**config.mk**
```make
export PLATFORM = sky130hd
export DESIGN_NAME = pipelined_adder_flat
export DESIGN_NICKNAME = d
export VERILOG_FILES = /design/src/rtl/adder_pkg.sv /design/src/rtl/pipelined_adder_if.sv /design/src/rtl/adder_slice.sv /design/src/rtl/pipelined_adder.sv /design/src/flat_wrapper.sv
export SDC_FILE = /design/constraint.sdc
export NUM_CORES = 1
export LEC_CHECK = 0
export ABC_AREA = 1
export CAP_MARGIN = 20
export CORE_AREA = 3 3 91 93
export CTS_CLUSTER_DIAMETER = 50
export CTS_CLUSTER_SIZE = 8
export DETAILED_ROUTE_END_ITERATION = 10
export DIE_AREA = 0 0 94 96
export PLACE_DENSITY = 0.9
export SKIP_CTS_REPAIR_TIMING = 1
export SLEW_MARGIN = 20
export SYNTH_ARGS = -nofsm -noshare
export SYNTH_HDL_FRONTEND = slang
export SYNTH_SLANG_ARGS = --single-unit
```
**constraint.sdc**
```tcl
create_clock -name i_clk -period 2.3 [get_ports i_clk]
set_clock_uncertainty 0.05 [all_clocks]
set_input_delay 0.46 -clock i_clk [delete_from_list [all_inputs] [get_ports i_clk]]
set_output_delay 0.46 -clock i_clk [all_outputs]
set_load 0.01 [all_outputs]
```
**src/rtl/adder_pkg.sv**
```systemverilog
// adder_pkg: shared constants, the stage-count helper and the per-stage carry/valid bundle.
package adder_pkg;
   localparam int ADDER_DEFAULT_CHUNK = 4;
   typedef struct packed {
      logic c;
      logic v;
   } stage_cv_t;
   function automatic int stage_count(input int width, input int chunk);
      return width / chunk;
   endfunction
endpackage

```
**src/rtl/pipelined_adder_if.sv**
```systemverilog
// pipelined_adder_if: streaming operand/result bundle for pipelined_adder.
// slave is the adder side, master the producer/consumer side.
// Signals: i_valid/o_ready/i_a/i_b (operands in), o_valid/i_ready/o_sum/o_carry (result out),
// o_ovf (signed overflow) only when PIPELINED_ADDER_OVF_EN is defined.
interface pipelined_adder_if #(parameter int WIDTH = 16);
   logic i_valid;
   logic o_ready;
   logic [WIDTH-1:0] i_a;
   logic [WIDTH-1:0] i_b;
   logic o_valid;
   logic i_ready;
   logic [WIDTH-1:0] o_sum;
   logic o_carry;
`ifdef PIPELINED_ADDER_OVF_EN
   logic o_ovf;
   modport slave (input i_valid, i_a, i_b, i_ready, output o_ready, o_valid, o_sum, o_carry, o_ovf);
   modport master (output i_valid, i_a, i_b, i_ready, input o_ready, o_valid, o_sum, o_carry, o_ovf);
`else
   modport slave (input i_valid, i_a, i_b, i_ready, output o_ready, o_valid, o_sum, o_carry);
   modport master (output i_valid, i_a, i_b, i_ready, input o_ready, o_valid, o_sum, o_carry);
`endif
endinterface

```
**src/rtl/adder_slice.sv**
```systemverilog
// adder_slice: one CHUNK-bit registered add with carry-in/out and valid, advancing when en_i is high.
// Ports: clk, rst (sync, active-high), en_i, a_i, b_i, cv_i (carry-in + valid-in),
// sum_o, cv_o (registered carry-out + valid-out).
module adder_slice
   import adder_pkg::*;
#(
   parameter int CHUNK = ADDER_DEFAULT_CHUNK
) (
   input  logic             clk,
   input  logic             rst,
   input  logic             en_i,
   input  logic [CHUNK-1:0] a_i,
   input  logic [CHUNK-1:0] b_i,
   input  stage_cv_t        cv_i,
   output logic [CHUNK-1:0] sum_o,
   output stage_cv_t        cv_o
);
   logic [CHUNK-1:0] sum_d, sum_q;
   logic c_d;
   stage_cv_t cv_d, cv_q;
   always_comb begin
      {c_d, sum_d} = {1'b0, a_i} + {1'b0, b_i} + (CHUNK+1)'(cv_i.c);
      cv_d = '{c: c_d, v: cv_i.v};
   end
   always_ff @(posedge clk) begin
      if (rst) begin
         sum_q <= '0;
         cv_q  <= '0;
      end else if (en_i) begin
         sum_q <= sum_d;
         cv_q  <= cv_d;
      end
   end
   assign sum_o = sum_q;
   assign cv_o  = cv_q;
endmodule

```
**src/rtl/pipelined_adder.sv**
```systemverilog
// pipelined_adder: WIDTH-bit unsigned adder, CHUNK bits per stage, valid/ready with global stall.
// Ports: i_clk, i_rst (sync, active-high), bus (pipelined_adder_if.slave: operands in, result out).
// Optional macro PIPELINED_ADDER_OVF_EN adds bus.o_ovf (signed overflow, aligned with o_sum).
module pipelined_adder
   import adder_pkg::*;
#(
   parameter int WIDTH = 16,
   parameter int CHUNK = ADDER_DEFAULT_CHUNK
) (
   input logic              i_clk,
   input logic              i_rst,
   pipelined_adder_if.slave bus
);
   localparam int STAGES = stage_count(WIDTH, CHUNK);
   if (WIDTH % CHUNK != 0) begin : g_chk
      $error("pipelined_adder: WIDTH must be a multiple of CHUNK");
   end
   logic adv;
   logic [WIDTH-1:0] op_a [STAGES];
   logic [WIDTH-1:0] op_b [STAGES];
   logic [WIDTH-1:0] a_q  [STAGES];
   logic [WIDTH-1:0] b_q  [STAGES];
   logic [WIDTH-1:0] lo_q [STAGES];
   logic [WIDTH-1:0] part [STAGES];
   logic [CHUNK-1:0] sl   [STAGES];
   stage_cv_t cv_in [STAGES];
   stage_cv_t cv    [STAGES];
   // The whole pipeline moves as one; only a held result blocks it.
   assign adv = !bus.o_valid || bus.i_ready;
   assign bus.o_ready = adv;
   for (genvar k = 0; k < STAGES; k++) begin : g_st
      if (k == 0) begin : g_first
         assign op_a[k]  = bus.i_a;
         assign op_b[k]  = bus.i_b;
         assign cv_in[k] = '{c: 1'b0, v: bus.i_valid};
      end else begin : g_next
         assign op_a[k]  = a_q[k-1];
         assign op_b[k]  = b_q[k-1];
         assign cv_in[k] = cv[k-1];
      end
      adder_slice #(.CHUNK(CHUNK)) u_slice (
         .clk  (i_clk),
         .rst  (i_rst),
         .en_i (adv),
         .a_i  (op_a[k][k*CHUNK +: CHUNK]),
         .b_i  (op_b[k][k*CHUNK +: CHUNK]),
         .cv_i (cv_in[k]),
         .sum_o(sl[k]),
         .cv_o (cv[k])
      );
      // lo_q[k] only ever holds slices below k, so OR-ing slice k in is exact.
      assign part[k] = lo_q[k] | (WIDTH'(sl[k]) << (k*CHUNK));
   end
   // Operands skew forward alongside the carry; finished lower slices deskew alongside it.
   always_ff @(posedge i_clk) begin
      if (i_rst) begin
         for (int k = 0; k < STAGES; k++) begin
            a_q[k]  <= '0;
            b_q[k]  <= '0;
            lo_q[k] <= '0;
         end
      end else if (adv) begin
         lo_q[0] <= '0;
         for (int k = 0; k < STAGES; k++) begin
            a_q[k] <= op_a[k];
            b_q[k] <= op_b[k];
         end
         for (int k = 1; k < STAGES; k++) lo_q[k] <= part[k-1];
      end
   end
   assign bus.o_valid = cv[STAGES-1].v;
   assign bus.o_carry = cv[STAGES-1].c;
   assign bus.o_sum   = part[STAGES-1];
`ifdef PIPELINED_ADDER_OVF_EN
   // Last-stage skew registers hold the operand MSBs aligned with o_sum.
   logic a_msb, b_msb;
   assign a_msb = a_q[STAGES-1][WIDTH-1];
   assign b_msb = b_q[STAGES-1][WIDTH-1];
   assign bus.o_ovf = (a_msb == b_msb) && (part[STAGES-1][WIDTH-1] != a_msb);
`endif
endmodule

```
**src/flat_wrapper.sv**
```systemverilog
// flat-port wrapper written by rule: the top's interface ports become plain ports
module pipelined_adder_flat import adder_pkg::*;
#(
   parameter int WIDTH = 16,
   parameter int CHUNK = ADDER_DEFAULT_CHUNK
)
  (i_clk, i_rst, bus_i_valid, bus_i_a, bus_i_b, bus_i_ready, bus_o_ready, bus_o_valid, bus_o_sum, bus_o_carry);
  pipelined_adder_if #(.WIDTH(WIDTH)) bus_i ();
  input logic i_clk;
  input logic i_rst;
  input wire logic [$bits(bus_i.i_valid)-1:0] bus_i_valid;
  input wire logic [$bits(bus_i.i_a)-1:0] bus_i_a;
  input wire logic [$bits(bus_i.i_b)-1:0] bus_i_b;
  input wire logic [$bits(bus_i.i_ready)-1:0] bus_i_ready;
  output wire logic [$bits(bus_i.o_ready)-1:0] bus_o_ready;
  output wire logic [$bits(bus_i.o_valid)-1:0] bus_o_valid;
  output wire logic [$bits(bus_i.o_sum)-1:0] bus_o_sum;
  output wire logic [$bits(bus_i.o_carry)-1:0] bus_o_carry;
  assign bus_i.i_valid = bus_i_valid;
  assign bus_i.i_a = bus_i_a;
  assign bus_i.i_b = bus_i_b;
  assign bus_i.i_ready = bus_i_ready;
  assign bus_o_ready = bus_i.o_ready;
  assign bus_o_valid = bus_i.o_valid;
  assign bus_o_sum = bus_i.o_sum;
  assign bus_o_carry = bus_i.o_carry;
  pipelined_adder #(.WIDTH(WIDTH), .CHUNK(CHUNK)) u_core (.i_clk(i_clk), .i_rst(i_rst), .bus(bus_i));
endmodule
```
==> flow_summary.json <==
{
  "run_status": "complete, no violations",
  "setup_tns_ns": 0,
  "worst-setup-path-type": "input port to output pin",
  "number_of_standard_cells_after_synthesis": 391,
  "place.gp.congestion": 0.793,
  "drive_above_1_share_pct": 6.59,
  "clkLatencyLatePin_ns": 0.37,
  "placeableCoreArea_mm2": 0.00761,
  "insertedDiodeCount": 0,
  "grt_antenna_before_repair": 0,
  "yosysMostFrequentCell": "sky130_fd_sc_hd__inv_1",
  "drc_errors_left": 0,
  "port_buffers": 54,
  "vdd.ir_drop.worst_mv": 0.289,
  "cts_made_buffers": 9,
  "post_synth_design_cell_area_mm2": 0.00415,
  "maxCapViolations": 0,
  "grt_remaining_overflow": 0,
  "flow.area_growth_from_synthesis_pct": 20.3,
  "post_synth_xor_xnor_area_pct": 0.634,
  "final.period_utilization_pct": 92.7,
  "placement_rows": 32,
  "synth-compound-area-share_pct": 3.02,
  "finalMaxSlewViolations": 0,
  "beginning_of_the_critical_path": "bus_i_ready",
  "post_synth_main_area_contributors": "sky130_fd_sc_hd__edfxtp_1 (52%), sky130_fd_sc_hd__dfxtp_1 (12%), sky130_fd_sc_hd__inv_1 (8.6%)",
  "wirelength_routed_mm": 6.44,
  "yosysSeqAreaShare_pct": 63.7,
  "synth_top_area_cell": "sky130_fd_sc_hd__edfxtp_1",
  "fmax_ghz": 0.469,
  "rsz0062_at_grt": "false",
  "synth_top_family_by_area": "simple AND/OR/NAND/NOR gates",
  "synth-main-ff-cell": "sky130_fd_sc_hd__edfxtp_1",
  "final_antenna_net_count": 0,
  "dr.pass1.iters": 4,
  "synth.net_count": 447,
  "largest_net_degree_at_the_start_of_global_routing": 82,
  "worstReg2RegStart": "u_core.b_q[0][4]",
  "holdPathStages": 2,
  "synth-adder-area-share_pct": 7.30,
  "die_area_mm2": 0.00902,
  "end_kind": "output pin",
  "viasPerCell": 4.62,
  "max-slew-margin-rel_pct": 77.9,
  "synthMuxAreaShare_pct": 0,
  "vias": 2572,
  "avgRoutedWirePerCell_um": 11.6,
  "floorplan.io_pins": 55,
  "synth_commonest_cells": "sky130_fd_sc_hd__inv_1 (95), sky130_fd_sc_hd__nor2_1 (76), sky130_fd_sc_hd__edfxtp_1 (72)",
  "first_global_vias": 2588,
  "tritoncts": "done",
  "hold_viol": 0,
  "synth-async-reset-ratio_pct": 0,
  "worst-slew-pin-transition_ns": 0.331,
  "total_leakage_power_nw": 2.21,
  "initial_utilization_pct": 54.5,
  "clock_path_buffers": 2,
  "yosysUniqueCellTypes": 22,
  "global_route_wire_length_before_repair_mm": 11.1,
  "total_chip_power_mw": 3.41,
  "die_h_um": 96,
  "synth_enable_flop_cells": 72,
  "place.detailed.hpwl_mm": 4.33,
  "total_power_per_unit_cell_area_mw_per_mm2": 684,
  "ys_warn_count": 0,
  "finalWorstPathRequiredPeriod_ns": 2.13,
  "die_w_um": 94,
  "synthesis.area_per_instance_um2": 10.6,
  "synth_simple_gate_area_share_pct": 13.6,
  "worstHoldStart": "u_core.g_st[3].u_slice.sum_o[1]",
  "timing.hold.worst.class": "register to register",
  "clk_root_buffer_cell": "sky130_fd_sc_hd__clkbuf_8",
  "ys_ff_latch": 96,
  "setup_viol": 0,
  "finalNetCount": 506,
  "timing.reg2reg.worst_path_depth": 6,
  "cp_data_arrival_time_ns": 1.62,
  "worst_setup_hold_path_clk_slew_ns": 0.09,
  "drt_first_iter_violations": 132,
  "worst-path-max-fanout": 3,
  "cp-start-kind": "input port",
  "clock_sinks": 96,
  "cp_data_required_time_ns": 1.79,
  "netlist.area_leader.share_pct": 52.2,
  "globalRouteTotalUtil_pct": 16.1,
  "cts-htree-levels": 3
}
## per-layer routing
| metal | routed length (µm) | GRT usage, % | part of all wire [%] |
|---|---|---|---|
| met5 | 0 | 0 | 0 |
| met4 | 143 | 6.98 | 2.2 |
| met3 | 397 | 5.47 | 6.2 |
| met2 | 3240 | 27.3 | 50 |
| met1 | 2660 | 18.6 | 41 |
## cell families after synthesis
| group | after synthesis |
|---|---|
| buffers and inverters | 109 |
| xor gates and xnor gates | 3 |
| AOI/OAI and AO/OA | 23 |
| adders and majority gates | 20 |
| DFF | 96 |
| and+or+nand+nor | 140 |
## report_power, final
group / switching (mW) / internal, mW / total (mW) / leakage, nW
logic: 0.161 / 0.162 / 0.324 / 1.06
clock network: 0.580 / 0.509 / 1.09 / 0.0933
registers: 0.0363 / 1.96 / 2.00 / 1.05
total: 0.778 / 2.63 / 3.41 / 2.21
## state kept, by name, summed over array words and instances, names as in the netlist
signal,flops
u_core.b_q,24
u_core.g_st.u_slice.sum_o,16
u_core.lo_q,24
u_core.g_st.u_slice.cv_o,8
u_core.a_q,24
## layout by cell type, fill, tap and decap left out
cell,netlist,routed
sky130_fd_sc_hd__inv_1,95,95
sky130_fd_sc_hd__nor2_1,76,76
sky130_fd_sc_hd__edfxtp_1,72,72
sky130_fd_sc_hd__clkdlybuf4s50_1,0,54
sky130_fd_sc_hd__nand2_1,48,48
sky130_fd_sc_hd__dfxtp_1,24,24
sky130_fd_sc_hd__ha_1,13,13
sky130_fd_sc_hd__o21ai_0,9,9
sky130_fd_sc_hd__nand3_1,9,9
sky130_fd_sc_hd__clkbuf_8,0,9
sky130_fd_sc_hd__o22ai_1,8,8
sky130_fd_sc_hd__fa_1,7,7
sky130_fd_sc_hd__a21oi_1,4,4
sky130_fd_sc_hd__buf_12,0,4
sky130_fd_sc_hd__inv_2,3,3
sky130_fd_sc_hd__or2_2,3,3
sky130_fd_sc_hd__nand2_4,1,2
sky130_fd_sc_hd__xor2_1,2,2
sky130_fd_sc_hd__o21ai_1,2,2
sky130_fd_sc_hd__inv_6,0,2
sky130_fd_sc_hd__clkinvlp_4,0,2
sky130_fd_sc_hd__nor2_4,1,1
sky130_fd_sc_hd__nor2_2,1,1
sky130_fd_sc_hd__xnor2_1,1,1
sky130_fd_sc_hd__bufinv_16,0,1
sky130_fd_sc_hd__clkinv_2,0,1
sky130_fd_sc_hd__clkbuf_1,0,1
sky130_fd_sc_hd__buf_4,2,1
## cell type report
cell class              count  area, µm²
repair buffers             59        628
inverters                  98        368
fillers                   562       2620
clock buffers              10        128
clock inverters             6       67.6
well taps                 102        128
multi-input cells         186       1020
flip-flops and latches     96       2640
## path summary, 6_finish.rpt
path	to	slack [ns]
hold reg to reg	u_core.g_st[3].u_slice.sum_o[1]	0.41
hold / removal	u_core.g_st[3].u_slice.sum_o[1]	0.41
setup / recovery	bus_o_ready	0.17
setup reg to reg	u_core.g_st[1].u_slice.cv_o[1]	0.54
## metrics by stage
stage | util [%] | std cells | worst slack [ns] | hold slack, ns | cell area [µm²]
after floorplan | - | 391 | 0.662 | 0.376 | 4150
after global placement | 63.0 | 541 | 0.163 | 0.388 | 4790
after detailed placement | 63.0 | 541 | 0.155 | 0.397 | 4790
after CTS | 65.5 | 557 | 0.161 | 0.415 | 4980
after global routing | 65.5 | 557 | 0.139 | 0.435 | 4980
final | 65.5 | 557 | 0.168 | 0.410 | 4980
## worst max-delay path, cell delays in order
cell,delay [ns]
sky130_fd_sc_hd__clkdlybuf4s50_1,0.50
sky130_fd_sc_hd__nor2_4,0.06
sky130_fd_sc_hd__inv_2,0.07
sky130_fd_sc_hd__clkdlybuf4s50_1,0.53
No activity file was read; power rests on OpenSTA's default activity.
